--- config.mk ---
export PLATFORM = sky130hd
export DESIGN_NAME = mac_seq_ctrl
export DESIGN_NICKNAME = d
export VERILOG_FILES = /design/src/rtl/mac_seq_ctrl.sv
export SDC_FILE = /design/constraint.sdc
export NUM_CORES = 1
export LEC_CHECK = 0
export CORE_UTILIZATION = 30
export CTS_BUF_LIST = sky130_fd_sc_hd__clkbuf_4
export DETAILED_ROUTE_END_ITERATION = 16
export DONT_BUFFER_PORTS = 1
export SYNTH_ARGS = -nofsm -noshare
export SYNTH_HDL_FRONTEND = slang
export SYNTH_SLANG_ARGS = --single-unit
--- constraint.sdc ---
create_clock -name clk -period 2.9 [get_ports clk]
set_clock_uncertainty 0.1 [all_clocks]
set_input_delay 0.58 -clock clk [delete_from_list [all_inputs] [get_ports clk]]
set_output_delay 0.58 -clock clk [all_outputs]
set_load 0.01 [all_outputs]
--- src/rtl/mac_seq_ctrl.sv ---
// Multiply-accumulate job sequencer: drives clear/load/start/add strobes for n_terms products.
// Optional multiplier watchdog enabled by defining MAC_CTRL_TIMEOUT_EN.
module mac_seq_ctrl #(
    parameter int unsigned CNT_W       = 4,
    parameter int unsigned TIMEOUT_CYC = 15
) (
    input  logic             clk,
    input  logic             reset,
    input  logic             start,
    input  logic [CNT_W-1:0] n_terms,
    input  logic             auto_mode,
    input  logic             do_next,
    input  logic             mul_done,
    input  logic             abort,
    output logic             finish,
    output logic             busy,
    output logic             clr_acc_n,
    output logic             load_op,
    output logic             begin_mul,
    output logic             add,
    output logic             done_pulse,
    output logic [CNT_W-1:0] term_idx,
    output logic             error
);

    typedef enum logic [2:0] {
        StIdle, StInit, StLoad, StRun, StTest, StAdd, StWait, StDone
    } state_e;

    state_e           state_q, state_d;
    logic [CNT_W-1:0] rem_q, rem_d;
    logic [CNT_W-1:0] idx_q, idx_d;
    logic             auto_q, auto_d;
    logic             dn_q;

`ifdef MAC_CTRL_TIMEOUT_EN
    localparam int unsigned TW = $clog2(TIMEOUT_CYC + 1);
    logic [TW-1:0] tcnt_q, tcnt_d;
    logic          err_q, err_d;
    logic          timeout;

    // tcnt holds the number of TEST cycles already spent before the current one
    assign timeout = (state_q == StTest) && !mul_done && (tcnt_q == TW'(TIMEOUT_CYC - 1));
`else
    logic unused_timeout;
    assign unused_timeout = ^TIMEOUT_CYC;
`endif

    always_comb begin
        state_d = state_q;
        rem_d   = rem_q;
        idx_d   = idx_q;
        auto_d  = auto_q;
`ifdef MAC_CTRL_TIMEOUT_EN
        tcnt_d  = tcnt_q;
        err_d   = err_q;
`endif
        if (state_q != StIdle && abort) begin
            state_d = StIdle;
        end
`ifdef MAC_CTRL_TIMEOUT_EN
        else if (timeout) begin
            state_d = StIdle;
            err_d   = 1'b1;
        end
`endif
        else begin
            case (state_q)
                StIdle: begin
                    if (start && !abort) begin
                        state_d = StInit;
                        rem_d   = n_terms;
                        auto_d  = auto_mode;
                        idx_d   = '0;
`ifdef MAC_CTRL_TIMEOUT_EN
                        err_d   = 1'b0;
`endif
                    end
                end
                StInit:  state_d = (rem_q == '0) ? StDone : StLoad;
                StLoad:  state_d = StRun;
                StRun: begin
                    state_d = StTest;
`ifdef MAC_CTRL_TIMEOUT_EN
                    tcnt_d  = '0;
`endif
                end
                StTest: begin
                    if (mul_done) begin
                        state_d = StAdd;
                    end
`ifdef MAC_CTRL_TIMEOUT_EN
                    else begin
                        tcnt_d = tcnt_q + TW'(1);
                    end
`endif
                end
                StAdd: begin
                    if (rem_q == CNT_W'(1)) begin
                        state_d = StDone;
                    end else begin
                        rem_d   = rem_q - CNT_W'(1);
                        idx_d   = idx_q + CNT_W'(1);
                        state_d = auto_q ? StLoad : StWait;
                    end
                end
                StWait:  if (do_next && !dn_q) state_d = StLoad;
                StDone:  state_d = StIdle;
                default: state_d = StIdle;
            endcase
        end
    end

    always_ff @(posedge clk) begin
        if (!reset) begin
            state_q <= StIdle;
            rem_q   <= '0;
            idx_q   <= '0;
            auto_q  <= 1'b0;
            dn_q    <= 1'b0;
`ifdef MAC_CTRL_TIMEOUT_EN
            tcnt_q  <= '0;
            err_q   <= 1'b0;
`endif
        end else begin
            state_q <= state_d;
            rem_q   <= rem_d;
            idx_q   <= idx_d;
            auto_q  <= auto_d;
            dn_q    <= do_next;
`ifdef MAC_CTRL_TIMEOUT_EN
            tcnt_q  <= tcnt_d;
            err_q   <= err_d;
`endif
        end
    end

    assign finish     = (state_q == StIdle);
    assign busy       = ~finish;
    assign clr_acc_n  = reset && (state_q != StInit);
    assign load_op    = (state_q == StLoad);
    assign begin_mul  = (state_q == StRun);
    assign add        = (state_q == StAdd);
    assign done_pulse = (state_q == StDone);
    assign term_idx   = idx_q;
`ifdef MAC_CTRL_TIMEOUT_EN
    assign error      = err_q;
`else
    assign error      = 1'b0;
`endif

endmodule
Yosys cells after proc, flatten, opt, wreduce, memory -nomap -nowiden
Index checks and enable logic that the tools add are counted.

Register bits: 13. Bits in latches: 0. Bits in writable memories: 0. Memory bits (read-only): 0. Output and inout bits: 12. Memories: 0.

$add $sub $neg: 2. $mul: 0. Div/mod/pow operators: 0. Order comparisons: 0. Eq/ne operators: 13. Shifts and indexed selects: 0. Muxes and demuxes: 13. Bitwise logic cells: 3. Reduce and logical (&&, ||, !) cells: 14.

Operator list (number): 3-bit one-hot mux with 8 select lines (1); 3-bit two-way mux (6); 4-bit two-way mux (4); 4-bit one-hot mux with 2 select lines (2); 3-bit == test (second input constant) (4); 3-bit by 2-bit == test with 1-bit output (second input constant) (2); 2-bit != test (second input constant) (3); 3-bit AND reduction (2); 4-bit by 1-bit adder with 4-bit output (second input constant) (1); 4-bit by 1-bit == test with 1-bit output (second input constant) (1); 1-bit logical AND (4); 4-bit zero test (1); 4-bit AND reduction (1); 4-bit by 1-bit subtractor with 4-bit output (second input constant) (1); 3-bit by 1-bit == test with 1-bit output (second input constant) (1); 3-bit zero test (1); 3-bit by 1-bit != test with 1-bit output (second input constant) (1); 1-bit inverter (3); 3-bit nonzero test (1); 1-bit zero test (2); 2-bit by 1-bit != test with 1-bit output (second input constant) (1); 2-bit nonzero test (1); 2-bit OR reduction (1).

Longest topological paths before layout
Word-level depth: 4. Gate-level depth with buffers: 7.

Worst setup path before layout
No wires, ideal clock.

Path type: flip-flop to output port. From: reg state_q[2]. To: out finish. Data arrival time: 1072 ps. Required time: 2220 ps. Setup slack: 1148 ps. Stages on the path, launching flop included: 4. Buffers on the path: 1. Cells stage by stage: dfxtp_1 > clkbuf_1 > or3_1 > inv_1.

Longest elaborated chain between the ends: 1.

Ends and longest elaborated chain: start, declared (RTL line 30) `state_e state_q, state_d;`; start signal, assigned (RTL line 116) `state_q <= StIdle;`; start signal, assigned (RTL line 126) `state_q <= state_d;`; 3-bit zero test (RTL line 138) `assign finish = (state_q == StIdle);`; end, declared (RTL line 15) `output logic finish,`.

Every way passes these cells.

Worst setup path in the final report
From: reg state_q[0]. To: out begin_mul.

Longest elaborated chain between the ends: 1.

Ends and longest elaborated chain: 3-bit by 2-bit == test with 1-bit output (RTL line 142) `assign begin_mul = (state_q == StRun);`; end, declared (RTL line 19) `output logic begin_mul,`.

Every way passes these cells.

==> impl_metrics.ini <==
[power]
sw_pwr_w = 0.0000999
power.share.combinational_pct = 14.3
power.density_cell_area_nw_per_um2 = 427
internal_power_w = 0.000269
power_leakage_nw = 0.309
p_seq_share_pct = 52.3
power.switching_fraction_pct = 27.1
ir_drop_mv = 0.279
clock_power_share_pct = 33.4

[global_routing]
vias_in_the_first_global_route = 646
antenna_violations_before_repair = 0
maximum_number_of_pins_on_one_net_before_global_route_repair = 16
grtUsageTotal_pct = 13.6
global_route.overflow_total = 0
grt_pass1_wl_mm = 2.84

[final_layout]
fin_util_pct = 34.3
finish.instance_area_um2 = 865
area.growth.synth_to_final_pct = 5.50
nets = 117
antenna_cells = 0
fill_cells = 286
final_layout_size_suffix_gt1_share_pct = 8.91

[worst_setup_path]
crit_path_max_cell_delay_ps = 530
worst-path-max-fanout = 9
timing.critical_path.slowest_stage_cell = sky130_fd_sc_hd__dfxtp_1
worst_ep_required_time_ps = 2220
crit_type = register to output port
cp-end-kind = output port
worstPathCellList = inv_1 > nor3b_1
r2r_cells = 7
setup.worst_path.start_class = register
critical_path_arrival_ps = 1380

[clocking]
cts.sinks = 13
tritoncts = built
post-cts-setup-buffers = 0
clk_pin_slew_ps = 80
total_clock_buffers_created_by_cts = 3
postCtsResizedCells = 0
clock_latency_of_the_later_clocked_register_in_the_worst_skew_pair_ps = 280
hold_buf_cts = 0
h-tree-depth = 1
clockRootBuffer = sky130_fd_sc_hd__clkbuf_4
clock_path_buffers = 2

[route]
routed-via-count = 702
drt-pass1-iter-count = 4
avgViaCountPerCell = 5.36
detail_route.wirelength_mm = 1.78
drc_errors_left = 0
wl_per_cell_um = 13.5
drt-initial-drc-count = 24
ant_nets = 0

[floorplanning]
dieWidth_um = 54.3
die_area_um2 = 2940
fp-row-count = 18
die_h_um = 54.3
floorplan.io_pins = 23
initial_cell_density_of_the_core_pct = 32.5
core_region_area_um2 = 2520

[timing]
final-hold-violation-count = 0
setup_tns_ps = 0
tightestPinTransition_ps = 519
fmaxAchievable_mhz = 485
timing.slew.headroom_pct = 65.4
period_needed_ps = 2060
rsz0062_at_grt = false
finalSetupViolCount = 0
drv_slew = 0
post_route_clock_period_utilization_pct = 71.0
postLayoutSetupSlackWorst_ps = 840

[logic_synthesis]
ys_seq_elements = 13
synthesis.instances = 102
ys_top_cells_by_area = sky130_fd_sc_hd__dfxtp_1 (32%), sky130_fd_sc_hd__ha_1 (6.1%), sky130_fd_sc_hd__nor3b_1 (5.5%), sky130_fd_sc_hd__a21oi_1 (4.3%), sky130_fd_sc_hd__mux2i_1 (3.7%)
synth_top_cell_by_area = sky130_fd_sc_hd__dfxtp_1
yosysTopAreaCellShare_pct = 31.8
seq_area_frac_synth_pct = 31.8
synthesis.area_per_instance_um2 = 8.03
cell_area_after_synthesis_um2 = 820
synth_nets = 117
synthDistinctLibCells = 40
synth.yosys.warnings = 0

[min_path]
worstHoldPathType = primary input to register
hold_depth = 1

[place]
dp_hpwl_mm = 1.33
dpl_worst_slack_ps = 1020
place_congestion = 0.808
dpl_cell_area_um2 = 835
port_buffers = 0

[run]
drv.max_cap_violation_count = 0

[outcome]
run_status = finished clean
-- routing by layer --
metal	vias to the layer above	part of all wire [%]	track usage, %	wire, um
li1	364	-	-	-
met1	326	45	16.6	797
met2	10	50	21.3	879
met3	2	4.7	3.33	83
met4	0	0.79	8.55	14
met5	-	0	0	0
-- metrics by stage --
step | hold slack [ps] | total power, W | cells
floorplan | 364 | 0.000241 | 102
global placement | 390 | 0.000249 | 127
detailed placement | 400 | 0.000250 | 127
CTS | 307 | 0.000377 | 131
global route | 302 | 0.000390 | 131
finish | 319 | 0.000369 | 131
-- worst max-delay path: cells and delay by family (launching register included) --
kind	cells	cell delay, ps
simple gates	1	420
flops	1	530
buf+inv	1	150
-- cells by family (layout without fill, tap and decap cells) --
| group | after synthesis | count (layout) | share of synthesized area, % |
|---|---|---|---|
| AND/OR/NAND/NOR | 39 | 39 | 27.9 |
| AO/OA/AOI/OAI | 29 | 29 | 22.6 |
| flip-flops | 13 | 13 | 31.8 |
| buffers and inverters | 12 | 11 | 6.41 |
| adder cells (fa/ha/maj) | 4 | 4 | 6.11 |
| multiplexers | 3 | 3 | 3.66 |
| other | 1 | 1 | 0.458 |
| XOR/XNOR | 1 | 1 | 1.07 |
-- cell usage after synthesis --
master and count:
sky130_fd_sc_hd__o31a_1 1, sky130_fd_sc_hd__nand4_1 1, sky130_fd_sc_hd__mux2i_1 3, sky130_fd_sc_hd__o21ai_0 4, sky130_fd_sc_hd__or4_1 2, sky130_fd_sc_hd__nand3_1 2
sky130_fd_sc_hd__a2111o_1 1, sky130_fd_sc_hd__a21oi_1 7, sky130_fd_sc_hd__nand3b_2 1, sky130_fd_sc_hd__o31ai_1 1, sky130_fd_sc_hd__a211o_1 1, sky130_fd_sc_hd__a31oi_1 1
sky130_fd_sc_hd__conb_1 1, sky130_fd_sc_hd__o21ai_1 5, sky130_fd_sc_hd__dfxtp_1 13, sky130_fd_sc_hd__a21boi_1 1, sky130_fd_sc_hd__a21o_1 1, sky130_fd_sc_hd__inv_1 5
sky130_fd_sc_hd__inv_2 1, sky130_fd_sc_hd__nor2_1 7, sky130_fd_sc_hd__o211ai_1 1, sky130_fd_sc_hd__buf_2 3, sky130_fd_sc_hd__or3_1 1, sky130_fd_sc_hd__nor4b_2 1
sky130_fd_sc_hd__clkbuf_1 2, sky130_fd_sc_hd__nand2_1 6, sky130_fd_sc_hd__a2bb2oi_1 1, sky130_fd_sc_hd__nor2_2 1, sky130_fd_sc_hd__nor2b_1 1, sky130_fd_sc_hd__and3_1 1
sky130_fd_sc_hd__or2_1 1, sky130_fd_sc_hd__nand2b_1 3, sky130_fd_sc_hd__and2_1 2, sky130_fd_sc_hd__a211oi_1 3, sky130_fd_sc_hd__o41ai_1 1, sky130_fd_sc_hd__xnor2_1 1
sky130_fd_sc_hd__buf_4 1, sky130_fd_sc_hd__nor3_1 3, sky130_fd_sc_hd__nor3b_1 6, sky130_fd_sc_hd__ha_1 4
-- power groups by stage --
stage,clock (W),sequential (W),combinational (W)
finish,0.000123,0.000193,0.0000529
global route,0.000136,0.000194,0.0000595
CTS,0.000130,0.000193,0.0000536
detailed placement,0,0.000197,0.0000533
global placement,0,0.000197,0.0000523
floorplan,0,0.000192,0.0000492
-- final timing paths --
kind | startpoint | end | slack (ps)
worst max-delay path | state_q[0]$_SDFFE_PP0P_ | begin_mul | 840
worst min-delay path | reset | dn_q$_SDFF_PN0_ | 320
worst max register to register | rem_q[1]$_SDFFE_PN0P_ | term_idx[3]$_SDFFE_PN0P_ | 990
worst min register to register | rem_q[1]$_SDFFE_PN0P_ | rem_q[1]$_SDFFE_PN0P_ | 410
-- state kept, by name, summed over array words and instances (netlist names) --
signal / count
dn_q: 1
state_q: 3
auto_q: 1
rem_q: 4
term_idx: 4
-- final cells by class --
class,instances,area (um2),share of cell area (%)
multi-input combinational,77,507,58.6
sequential,13,260,30.1
tap,30,37.5,4.34
clock buffer,4,30.0,3.47
inverter,6,22.5,2.60
timing repair buffer,1,7.51,0.868
-- cell usage in the layout, fill, tap and decap left out, types with 2 or more instances in the layout --
| cell | count |
|---|---|
| sky130_fd_sc_hd__a211oi_1 | 3 |
| sky130_fd_sc_hd__a21oi_1 | 7 |
| sky130_fd_sc_hd__and2_1 | 2 |
| sky130_fd_sc_hd__clkbuf_4 | 4 |
| sky130_fd_sc_hd__dfxtp_1 | 13 |
| sky130_fd_sc_hd__ha_1 | 4 |
| sky130_fd_sc_hd__inv_1 | 5 |
| sky130_fd_sc_hd__mux2i_1 | 3 |
| sky130_fd_sc_hd__nand2_1 | 6 |
| sky130_fd_sc_hd__nand2b_1 | 3 |
| sky130_fd_sc_hd__nand3_1 | 2 |
| sky130_fd_sc_hd__nor2_1 | 7 |
| sky130_fd_sc_hd__nor3_1 | 3 |
| sky130_fd_sc_hd__nor3b_1 | 6 |
| sky130_fd_sc_hd__o21ai_0 | 4 |
| sky130_fd_sc_hd__o21ai_1 | 5 |
| sky130_fd_sc_hd__or4_1 | 2 |
No activity file was read; power rests on OpenSTA's default activity.
